<file path="src/rtl/ring_edge_counter.sv">
// Ring-oscillator edge counter: runs the adder's ring loop, lets it settle, then
// counts synchronised rising edges of ring_in over a programmed wb_clk_i window.
module ring_edge_counter #(
    parameter int CNT_W       = 32,
    parameter int WIN_W       = 32,
    parameter int SETTLE      = 4,
    parameter int SYNC_STAGES = 2
) (
    input  logic             wb_clk_i,
    input  logic             reset,
    input  logic             start,
    input  logic [WIN_W-1:0] window_cycles,
    input  logic             ring_in,
    output logic             ring_en,
    output logic             busy,
    output logic             done,
    output logic [CNT_W-1:0] count,
    output logic             overflow
);

    localparam int SET_W = (SETTLE > 1) ? $clog2(SETTLE) : 1;
    localparam logic [SET_W-1:0] SETTLE_LAST = SET_W'(SETTLE - 1);

    typedef enum logic [1:0] {IDLE, ARM, COUNT, DONE} state_e;

    state_e                 state_q, state_d;
    logic [SYNC_STAGES-1:0] sync_q, sync_d;
    logic                   prev_q, prev_d;
    logic [WIN_W-1:0]       left_q, left_d;
    logic [SET_W-1:0]       settle_q, settle_d;
    logic [CNT_W-1:0]       count_q, count_d;
    logic                   overflow_q, overflow_d;
    logic                   rise;

    // Synchroniser and edge history run in every state so the first COUNT
    // cycle already sees a valid previous sample.
    always_comb begin
        sync_d = {sync_q[SYNC_STAGES-2:0], ring_in};
        prev_d = sync_q[SYNC_STAGES-1];
        rise   = sync_q[SYNC_STAGES-1] & ~prev_q;
    end

    always_comb begin
        state_d    = state_q;
        left_d     = left_q;
        settle_d   = settle_q;
        count_d    = count_q;
        overflow_d = overflow_q;
        case (state_q)
            IDLE: begin
                if (start) begin
                    left_d     = window_cycles;
                    settle_d   = SETTLE_LAST;
                    count_d    = '0;
                    overflow_d = 1'b0;
                    state_d    = ARM;
                end
            end
            ARM: begin
                if (settle_q == '0) begin
                    state_d = (left_q == '0) ? DONE : COUNT;
                end else begin
                    settle_d = settle_q - 1'b1;
                end
            end
            COUNT: begin
                if (rise) begin
                    // Saturate instead of wrapping; overflow records the lost edge.
                    if (&count_q) overflow_d = 1'b1;
                    else          count_d    = count_q + 1'b1;
                end
                left_d = left_q - 1'b1;
                if (left_q == WIN_W'(1)) state_d = DONE;
            end
            DONE:    state_d = IDLE;
            default: state_d = IDLE;
        endcase
    end

    always_ff @(posedge wb_clk_i) begin
        if (reset) begin
            state_q    <= IDLE;
            sync_q     <= '0;
            prev_q     <= 1'b0;
            left_q     <= '0;
            settle_q   <= '0;
            count_q    <= '0;
            overflow_q <= 1'b0;
        end else begin
            state_q    <= state_d;
            sync_q     <= sync_d;
            prev_q     <= prev_d;
            left_q     <= left_d;
            settle_q   <= settle_d;
            count_q    <= count_d;
            overflow_q <= overflow_d;
        end
    end

    assign ring_en  = (state_q == ARM) || (state_q == COUNT);
    assign busy     = ring_en;
    assign done     = (state_q == DONE);
    assign count    = count_q;
    assign overflow = overflow_q;

endmodule

</file>
<file path="config.mk">
export PLATFORM = sky130hd
export DESIGN_NAME = ring_edge_counter
export DESIGN_NICKNAME = d
export VERILOG_FILES = /design/src/rtl/ring_edge_counter.sv
export SDC_FILE = /design/constraint.sdc
export NUM_CORES = 1
export LEC_CHECK = 0
export ABC_AREA = 1
export BUFFER_PORTS_ARGS = -buffer_cell sky130_fd_sc_hd__buf_2
export CELL_PAD_IN_SITES_DETAIL_PLACEMENT = 0
export CELL_PAD_IN_SITES_GLOBAL_PLACEMENT = 1
export CORE_ASPECT_RATIO = 0.7
export CORE_MARGIN = 5
export CORE_UTILIZATION = 40
export DETAILED_ROUTE_END_ITERATION = 10
export PLACE_DENSITY = 0.92
export SLEW_MARGIN = 20
export SYNTH_ARGS = -nofsm -noshare
export SYNTH_HDL_FRONTEND = slang
export SYNTH_SLANG_ARGS = --single-unit
</file>
<file path="constraint.sdc">
create_clock -name wb_clk_i -period 2.35 [get_ports wb_clk_i]
set_input_delay 0.235 -clock wb_clk_i [delete_from_list [all_inputs] [get_ports wb_clk_i]]
set_output_delay 0.235 -clock wb_clk_i [all_outputs]
set_load 0.005 [all_outputs]
</file>
Yosys cells after proc, flatten, opt, wreduce, memory -nomap -nowiden
Cells that the tools add are included.
- output and inout bits: 36
- word-level logic and storage cells: 53
- register bits: 72
- equal/unequal tests: 11
- $add $sub $neg: 3
- muxes and demuxes: 18
- reductions and logical operators: 12
- bitwise gates (word level): 2
- operators by type and width (kind ; count):
    $mux 32 ; 4
    $pmux 32 s2 ; 2
    $add 32x1->32 const B ; 1
    $eq 32x1->1 const B ; 1
    $logic_not 32->1 ; 1
    $reduce_and 32->1 ; 1
    $sub 32x1->32 const B ; 1
    $ne 2x2->1 const B ; 7
    $mux 2 ; 5
    $pmux 2 s4 ; 1
    $reduce_and 4->1 ; 2
    $reduce_and 3->1 ; 2
    $eq 2x2->1 const B ; 2
    $logic_not 2->1 ; 2
    $mux 1 ; 4
    $pmux 2 s2 ; 1
    $reduce_bool 2->1 ; 2
    $eq 2x1->1 const B ; 1
    $pmux 1 s2 ; 1
    $reduce_and 2->1 ; 1
    $sub 2x1->2 const B ; 1
    $and 1x1->1 ; 1
    $logic_or 1x1->1 ; 1
    $not 1->1 ; 1

Depth between registers and ports, before layout
Gate-level depths: netlist of run 1.
- depth after elaboration: 4
- gate-level depth with buffers: 13
- depth with buffers taken out: 12

Worst setup path after synthesis of run 1
No wires, ideal clock.
- kind: register to register
- start: reg state_q[0]
- end: reg count_q[15], in the netlist count[15]
- library setup time: 0.116 ns
- path buffers: 3
- path slack: 0.550 ns
- data arrival time: 1.684 ns
- stages on the path, launching flop included: 12
- clock period less this slack: 1.800 ns
- cell sequence: dfxtp_1 inv_1 ha_1 buf_2 inv_2 buf_4 nor2_1 nor2_4 buf_2 nand3_1 o21ai_0 nor2_1
- longest elaborated chain between the ends: 3
- elaborated cells between the ends (all ways): 8
- those cells by class: 4 x eq/ne; 1 x mux; 3 x reduce/logical
- RTL lines (item ; line ; RTL):
    from (decl) ; 26 ; state_e state_q, state_d;
    from (signal assigned) ; 90 ; state_q <= state_d;
    $eq 2x2->1 / $logic_not 2->1 (equally long branches) ; 49 ; case (state_q)
    $ne 2x2->1 (no line) / $reduce_bool 2->1 (equally long branches) ; -- ;
    $reduce_and 4->1 (no line) ; -- ;
    to (signal assigned) ; 95 ; count_q <= count_d;
    to (decl) ; 31 ; logic [CNT_W-1:0] count_q, count_d;
Several ways; a longest one is shown, not always the timed one.
A chain may end at the register's enable or synchronous reset.

Worst setup path in the final report of run 1
- start: reg state_q[0]
- end: reg count_q[16], in the netlist count[16]
Same word-level chain as after synthesis.

==> flow_summary_export.csv, run 1 <==
group,metric,value,unit
setup_path,crit_arrival,2.28,ns
global_route,grt_usage,20.3,%
route,route.detailed.drc,0,
power,pwr-share-comb,51.2,%
logic_synthesis,synth_top_flop_cell,"dfxtp_1",
final_layout,fin_nets,949,
route,via_count,5244,
global_route,antenna_found_initial,0,
place,dp_hpwl,11000,µm
final_layout,diodes,0,
place,place_ws,0.341,ns
timing,period_minus_slack,2.01,ns
power,power.internal,3.09,mW
timing,setup-violations-final,0,
route,wl,14400,µm
final_layout,nFillCells,1287,
floorplanning,start_util,41.4,%
floorplanning,core,11900,µm²
global_route,grt_max_degree,47,
logic_synthesis,synth_cells,839,
power,p_leak,2.49,nW
power,power.share.clock,21.0,%
timing,period_share,85.5,%
floorplanning,rows,33,
timing,final.setup.tns,0,ns
clock_tree,cts_setup_buffers,0,
route,ant_nets,0,
place,routabilityCongestion,0.922,
timing,max_freq,498,MHz
logic_synthesis,synthArstFlopShare,0,%
timing,fin_worst_skew,0.00474,ns
timing,fin_ws,0.340,ns
power,switching_share,48.1,%
clock_tree,htree_levels,3,
power,ir_drop,0.466,mV
power,powerDensity,1050,nW/µm²
final_layout,final_util,47.8,%
logic_synthesis,ys_seq_area_share,29.4,%
place,io_buffers,71,
floorplanning,pin_count,72,
final_layout,multi_input_area,2960,µm²
setup_path,path_max_fanout,19,
clock_tree,cts_buffers,9,
timing,relSlewSlack,66.0,%
floorplanning,dieArea,14600,µm²
logic_synthesis,syn_area,4910,µm²
logic_synthesis,ys_ff_latch,72,
timing,rsz0062_at_grt,"no",
clock_tree,insertion_delay,0.33,ns
global_route,grt_pass1_vias,4606,
global_route,grt_pass1_wl,23900,µm
clock_tree,clkTransAtPathRegs,0.06,ns
clock_tree,clock_path_buffers,2,
clock_tree,cts_hold_buf,0,
power,switchingPower,2.86,mW
power,seqPwrFrac,27.8,%
logic_synthesis,syn_nets,883,
setup_path,worstSetupStartpointType,"flop",
floorplanning,die_w,142,µm
final_layout,regArea,1440,µm²
floorplanning,die_y,103,µm
outcome,status,"finished clean",
final_layout,syn_to_final_growth,15.3,%
clock_tree,tritoncts,"yes",
timing,hold_viol,0,
logic_synthesis,avgSynthCellArea,5.85,µm²
route,viasPerCell,4.92,
logic_synthesis,netlist-cell-type-count,38,
setup_path,required,2.62,ns
logic_synthesis,yosysWarnings,0,
route,drt_first_pass_iters,7,
setup_path,criticalPathCategory,"reg -> reg",
worst_hold_path,hp-class,"in -> reg",
setup_path,crit_path_end_kind,"flop",
timing,drv_slew,0,
power,power,5.95,mW
flow_run,cap_violations,0,
clock_tree,cts_num_sinks,72,
timing,whs,0.139,ns
final_layout,drive_above_1_share,12.7,%
clock_tree,root_buffer,"clkbuf_16",
route,wl_per_cell,13.6,µm
logic_synthesis,synth-edff-count,0,
global_route,grt.overflow.total,0,
route,drtIter0Drc,474,
timing,tightest_slew,0.509,ns
clock_tree,cts_resized,0,
placed cells by master (no fill, tap or decap), drive strengths merged, types with 5 or more instances in the layout:
master	n
o21bai	9
ha	8
nand4	9
nor2	207
o21ai	31
clkbuf	13
a21oi	41
inv	96
nand2	222
buf	83
xor2	5
nand3	76
dfxtp	72
o211ai	8
nor3	7
power groups by stage:
stage                     clock network (mW)  logic [mW]  registers, mW
final                                   1.25        3.05           1.66
after detailed placement                   0        3.01           1.67
after global placement                     0        3.00           1.67
after floorplan                            0        2.30           1.61
after global routing                    1.32        3.47           1.69
after CTS                               1.27        3.02           1.65
registers in the layout (all words and copies together), names as in the netlist:
signal / cells
count: 32
left_q: 32
settle_q: 2
state_q: 2
sync_q: 2
overflow: 1
prev_q: 1
stage by stage:
stage	area [µm²]	std cells
detailed placement	5410	1051
global placement	5410	1051
CTS	5660	1065
global route	5660	1065
floorplan	4910	839
finish	5660	1065
worst max-delay path, cell delays in order, from the launching register on:
cell,delay (ns)
dfxtp_1,0.41
inv_1,0.09
ha_2,0.20
inv_2,0.12
o21ai_1,0.09
buf_4,0.21
nand2_2,0.10
nand2_1,0.15
inv_2,0.31
o21ai_0,0.15
nor2_1,0.11
per-layer routing:
metal,vias to the layer above,GRT usage [%],wire (µm)
met3,12,5.05,1240
li1,2781,-,-
met4,0,3.58,140
met1,2273,32.8,7710
met5,-,0,0
met2,178,26.9,5350
path summary, 6_finish.rpt:
path | start | cells past startpoint | endpoint | slack (ns)
hold reg to reg | sync_q[0] | 2 | sync_q[1] | 0.40
setup reg to reg | state_q[0] | 10 | count[16] | 0.34
setup / recovery | state_q[0] | 10 | count[16] | 0.34
hold / removal | ring_in | 3 | sync_q[0] | 0.14
final cells by class:
class	instances	share of cell area [%]
Multi-Input combinational cell	642	52.2
Sequential cell	72	25.5
Inverter	97	6.47
Timing Repair Buffer	83	7.87
Clock inverter	1	0.0884
Tap cell	157	3.47
Clock buffer	13	4.42
synthesized netlist by cell type (2+ instances only):
| cell | count | area [µm²] |
|---|---|---|
| dfxtp_1 | 72 | 1440 |
| nand2_2 | 2 | 12.5 |
| nand2_1 | 218 | 818 |
| a21oi_1 | 41 | 205 |
| o211ai_1 | 8 | 60.1 |
| nand2_4 | 2 | 22.5 |
| ha_1 | 8 | 100 |
| o21ai_1 | 2 | 10.0 |
| xnor2_1 | 4 | 35.0 |
| nand4_1 | 8 | 50.1 |
| nand3_2 | 3 | 30.0 |
| a31oi_1 | 4 | 25.0 |
| nand3b_1 | 4 | 30.0 |
| buf_2 | 10 | 50.1 |
| nor2_1 | 200 | 751 |
| inv_2 | 2 | 7.51 |
| nor2_2 | 3 | 18.8 |
| o21ai_0 | 29 | 145 |
| inv_1 | 93 | 349 |
| o21bai_1 | 9 | 67.6 |
| nor3_1 | 6 | 30.0 |
| buf_4 | 4 | 30.0 |
| a211oi_1 | 2 | 15.0 |
| nor4_1 | 2 | 12.5 |
| nand3_1 | 73 | 365 |
| clkbuf_1 | 10 | 37.5 |
| nor2_4 | 3 | 33.8 |
| buf_1 | 2 | 7.51 |
| xor2_1 | 5 | 43.8 |
| buf_6 | 2 | 22.5 |
logic make-up after synthesis:
family                     Yosys count  synth area share [%]
and+or+nand+nor                    528                  45.5
buffers and inverters              125                  10.5
AOI/OAI and AO/OA                   97                  11.1
DFF                                 72                  29.4
xor gates and xnor gates             9                  1.60
adders and majority gates            8                  2.04
No activity file was read; power rests on OpenSTA's default activity.
==> run 2: changes to the inputs <==
- RECOVER_POWER: unset -> 50
==> run 2 against run 1 <==
The flow now finishes with violations (capacitance limit, slew limit). Clock skew shrank 0.00053 ns. Sequential cell count is the same. Setup slack lost 0.067 ns. Global-route usage is the same. Sequential power is essentially flat. Clock-buffer cell count is the same. Utilization shrank 0.26 points. First-iteration DRC count grew 2.5%. Cell count is the same. Critical path depth grew 1. Sequential share of layout area grew 0.14 points. Non-clock buffer count is the same.
==> flow_summary_export.csv, run 2 (synthesis gave the netlist of run 1 again) <==
group,metric,value,unit
outcome,status,"finished with violations",
outcome,violations,"capacitance limit, slew limit",
worst_hold_path,hp-class,"in -> reg",
timing,hold_viol,0,
place,placedCellCount,1051,
clock_tree,clock_path_buffers,2,
route,route.detailed.drc,0,
final_layout,stdcell_count,1065,
place,routabilityCongestion,0.922,
global_route,grt_max_degree,47,
clock_tree,cts_num_sinks,72,
setup_path,crit_path_end_kind,"flop",
setup_path,max_stage_delay,0.44,ns
place,io_buffers,71,
setup_path,worstSetupStartpointType,"flop",
timing,max_freq,482,MHz
final_layout,syn_to_final_growth,14.7,%
clock_tree,tritoncts,"yes",
final_layout,layout_commonest_cell,"nand2_1",
global_route,grt_usage,20.3,%
flow_run,cap_violations,1,
floorplanning,die_w,142,µm
setup_path,cp_top_family,"buffers and inverters",
timing,drv_slew,44,
clock_tree,cts_setup_buffers,0,
setup_path,crit_path_top_delay_cell,"buf_4",
final_layout,drive_above_1_share,10.7,%
floorplanning,dieArea,14600,µm²
route,ant_nets,0,
power,powerDensity,1060,nW/µm²
clock_tree,cts_resized,0,
timing,rsz0062_at_grt,"no",
floorplanning,die_y,103,µm
final_layout,nFillCells,1300,
final_layout,multi_input_area,2960,µm²
timing,final.setup.tns,0,ns
route,viasPerCell,4.93,
clock_tree,clkTransAtPathRegs,0.06,ns
timing,relSlewSlack,-39.2,%
place,dp_hpwl,11000,µm
power,ir_drop,0.464,mV
route,wl,14500,µm
setup_path,criticalPathCategory,"reg -> reg",
global_route,grt_pass1_vias,4606,
setup_path,path_max_fanout,46,
route,drt_first_pass_iters,5,
clock_tree,cts_buffers,9,
setup_path,worstPathBufferInverterCount,4,
clock_tree,htree_levels,3,
timing,period_minus_slack,2.08,ns
global_route,grt_pass1_wl,23900,µm
global_route,grt.overflow.total,0,
timing,period_share,88.4,%
timing,fin_worst_skew,0.00421,ns
floorplanning,pin_count,72,
global_route,antenna_found_initial,0,
floorplanning,core,11900,µm²
power,p_leak,2.42,nW
timing,tightest_slew,2.09,ns
final_layout,regArea,1440,µm²
final_layout,final_cell_mix,"nand2_1, nor2_1, inv_1, nand3_1, dfxtp_1",
clock_tree,cts_hold_buf,0,
timing,setup-violations-final,0,
route,via_count,5251,
route,drtIter0Drc,486,
floorplanning,start_util,41.4,%
setup_path,cp_cell_sequence,"inv_1, ha_2, inv_2, o21ai_1, inv_1, buf_4, nor2_1, nand2_1, nor2_1, a21oi_1, a21oi_1",
floorplanning,rows,33,
clock_tree,insertion_delay,0.33,ns
clock_tree,root_buffer,"clkbuf_16",
setup_path,required,2.47,ns
setup_path,crit_arrival,2.19,ns
final_layout,fin_nets,949,
route,wl_per_cell,13.7,µm
final_layout,diodes,0,
==> run 2: worst paths after layout <==
path                    from         end  slack [ns]  cells past startpoint
hold / removal       ring_in   sync_q[0]        0.14                      3
setup / recovery  state_q[0]  left_q[22]        0.27                     11
hold reg to reg    sync_q[0]   sync_q[1]        0.40                      2
setup reg to reg  state_q[0]  left_q[22]        0.27                     11
==> run 2: cell type report <==
| class | instances | share of cell area (%) |
|---|---|---|
| clock inverters | 1 | 0.0889 |
| clock buffers | 13 | 4.44 |
| repair buffers | 83 | 7.40 |
| well taps | 157 | 3.49 |
| flip-flops and latches | 72 | 25.6 |
| inverters | 97 | 6.51 |
| multi-input cells | 642 | 52.5 |
==> run 2: metal layers <==
metal | global-route usage (%) | vias up | routed length (µm)
met1 | 32.8 | 2295 | 7880
li1 | - | 2778 | -
met3 | 5.05 | 10 | 1130
met2 | 26.9 | 168 | 5410
met5 | 0 | - | 0
met4 | 3.58 | 0 | 116
==> run 2: report_power, final <==
part | switching [mW] | total, mW | internal, mW | leakage [nW]
Sequential | 0.225 | 1.66 | 1.43 | 0.587
Clock | 0.513 | 1.24 | 0.732 | 0.126
Combinational | 2.13 | 3.05 | 0.918 | 1.70
==> run 2: stage by stage <==
step	hold slack (ns)	power (mW)	util, %	worst slack, ns	cell area, µm²
floorplan	0.342	3.91	-	0.550	4910
global placement	0.393	4.67	45.6	0.319	5410
detailed placement	0.394	4.68	45.6	0.341	5410
CTS	0.136	5.94	47.8	0.326	5660
global route	0.157	6.47	47.5	0.0797	5630
finish	0.139	5.95	47.5	0.273	5630
==> run 2: tightest hold or removal path: cells and delay by family <==
kind | cells | cell delay, ns
buffers and inverters | 2 | 0.12
and+or+nand+nor | 1 | 0.08
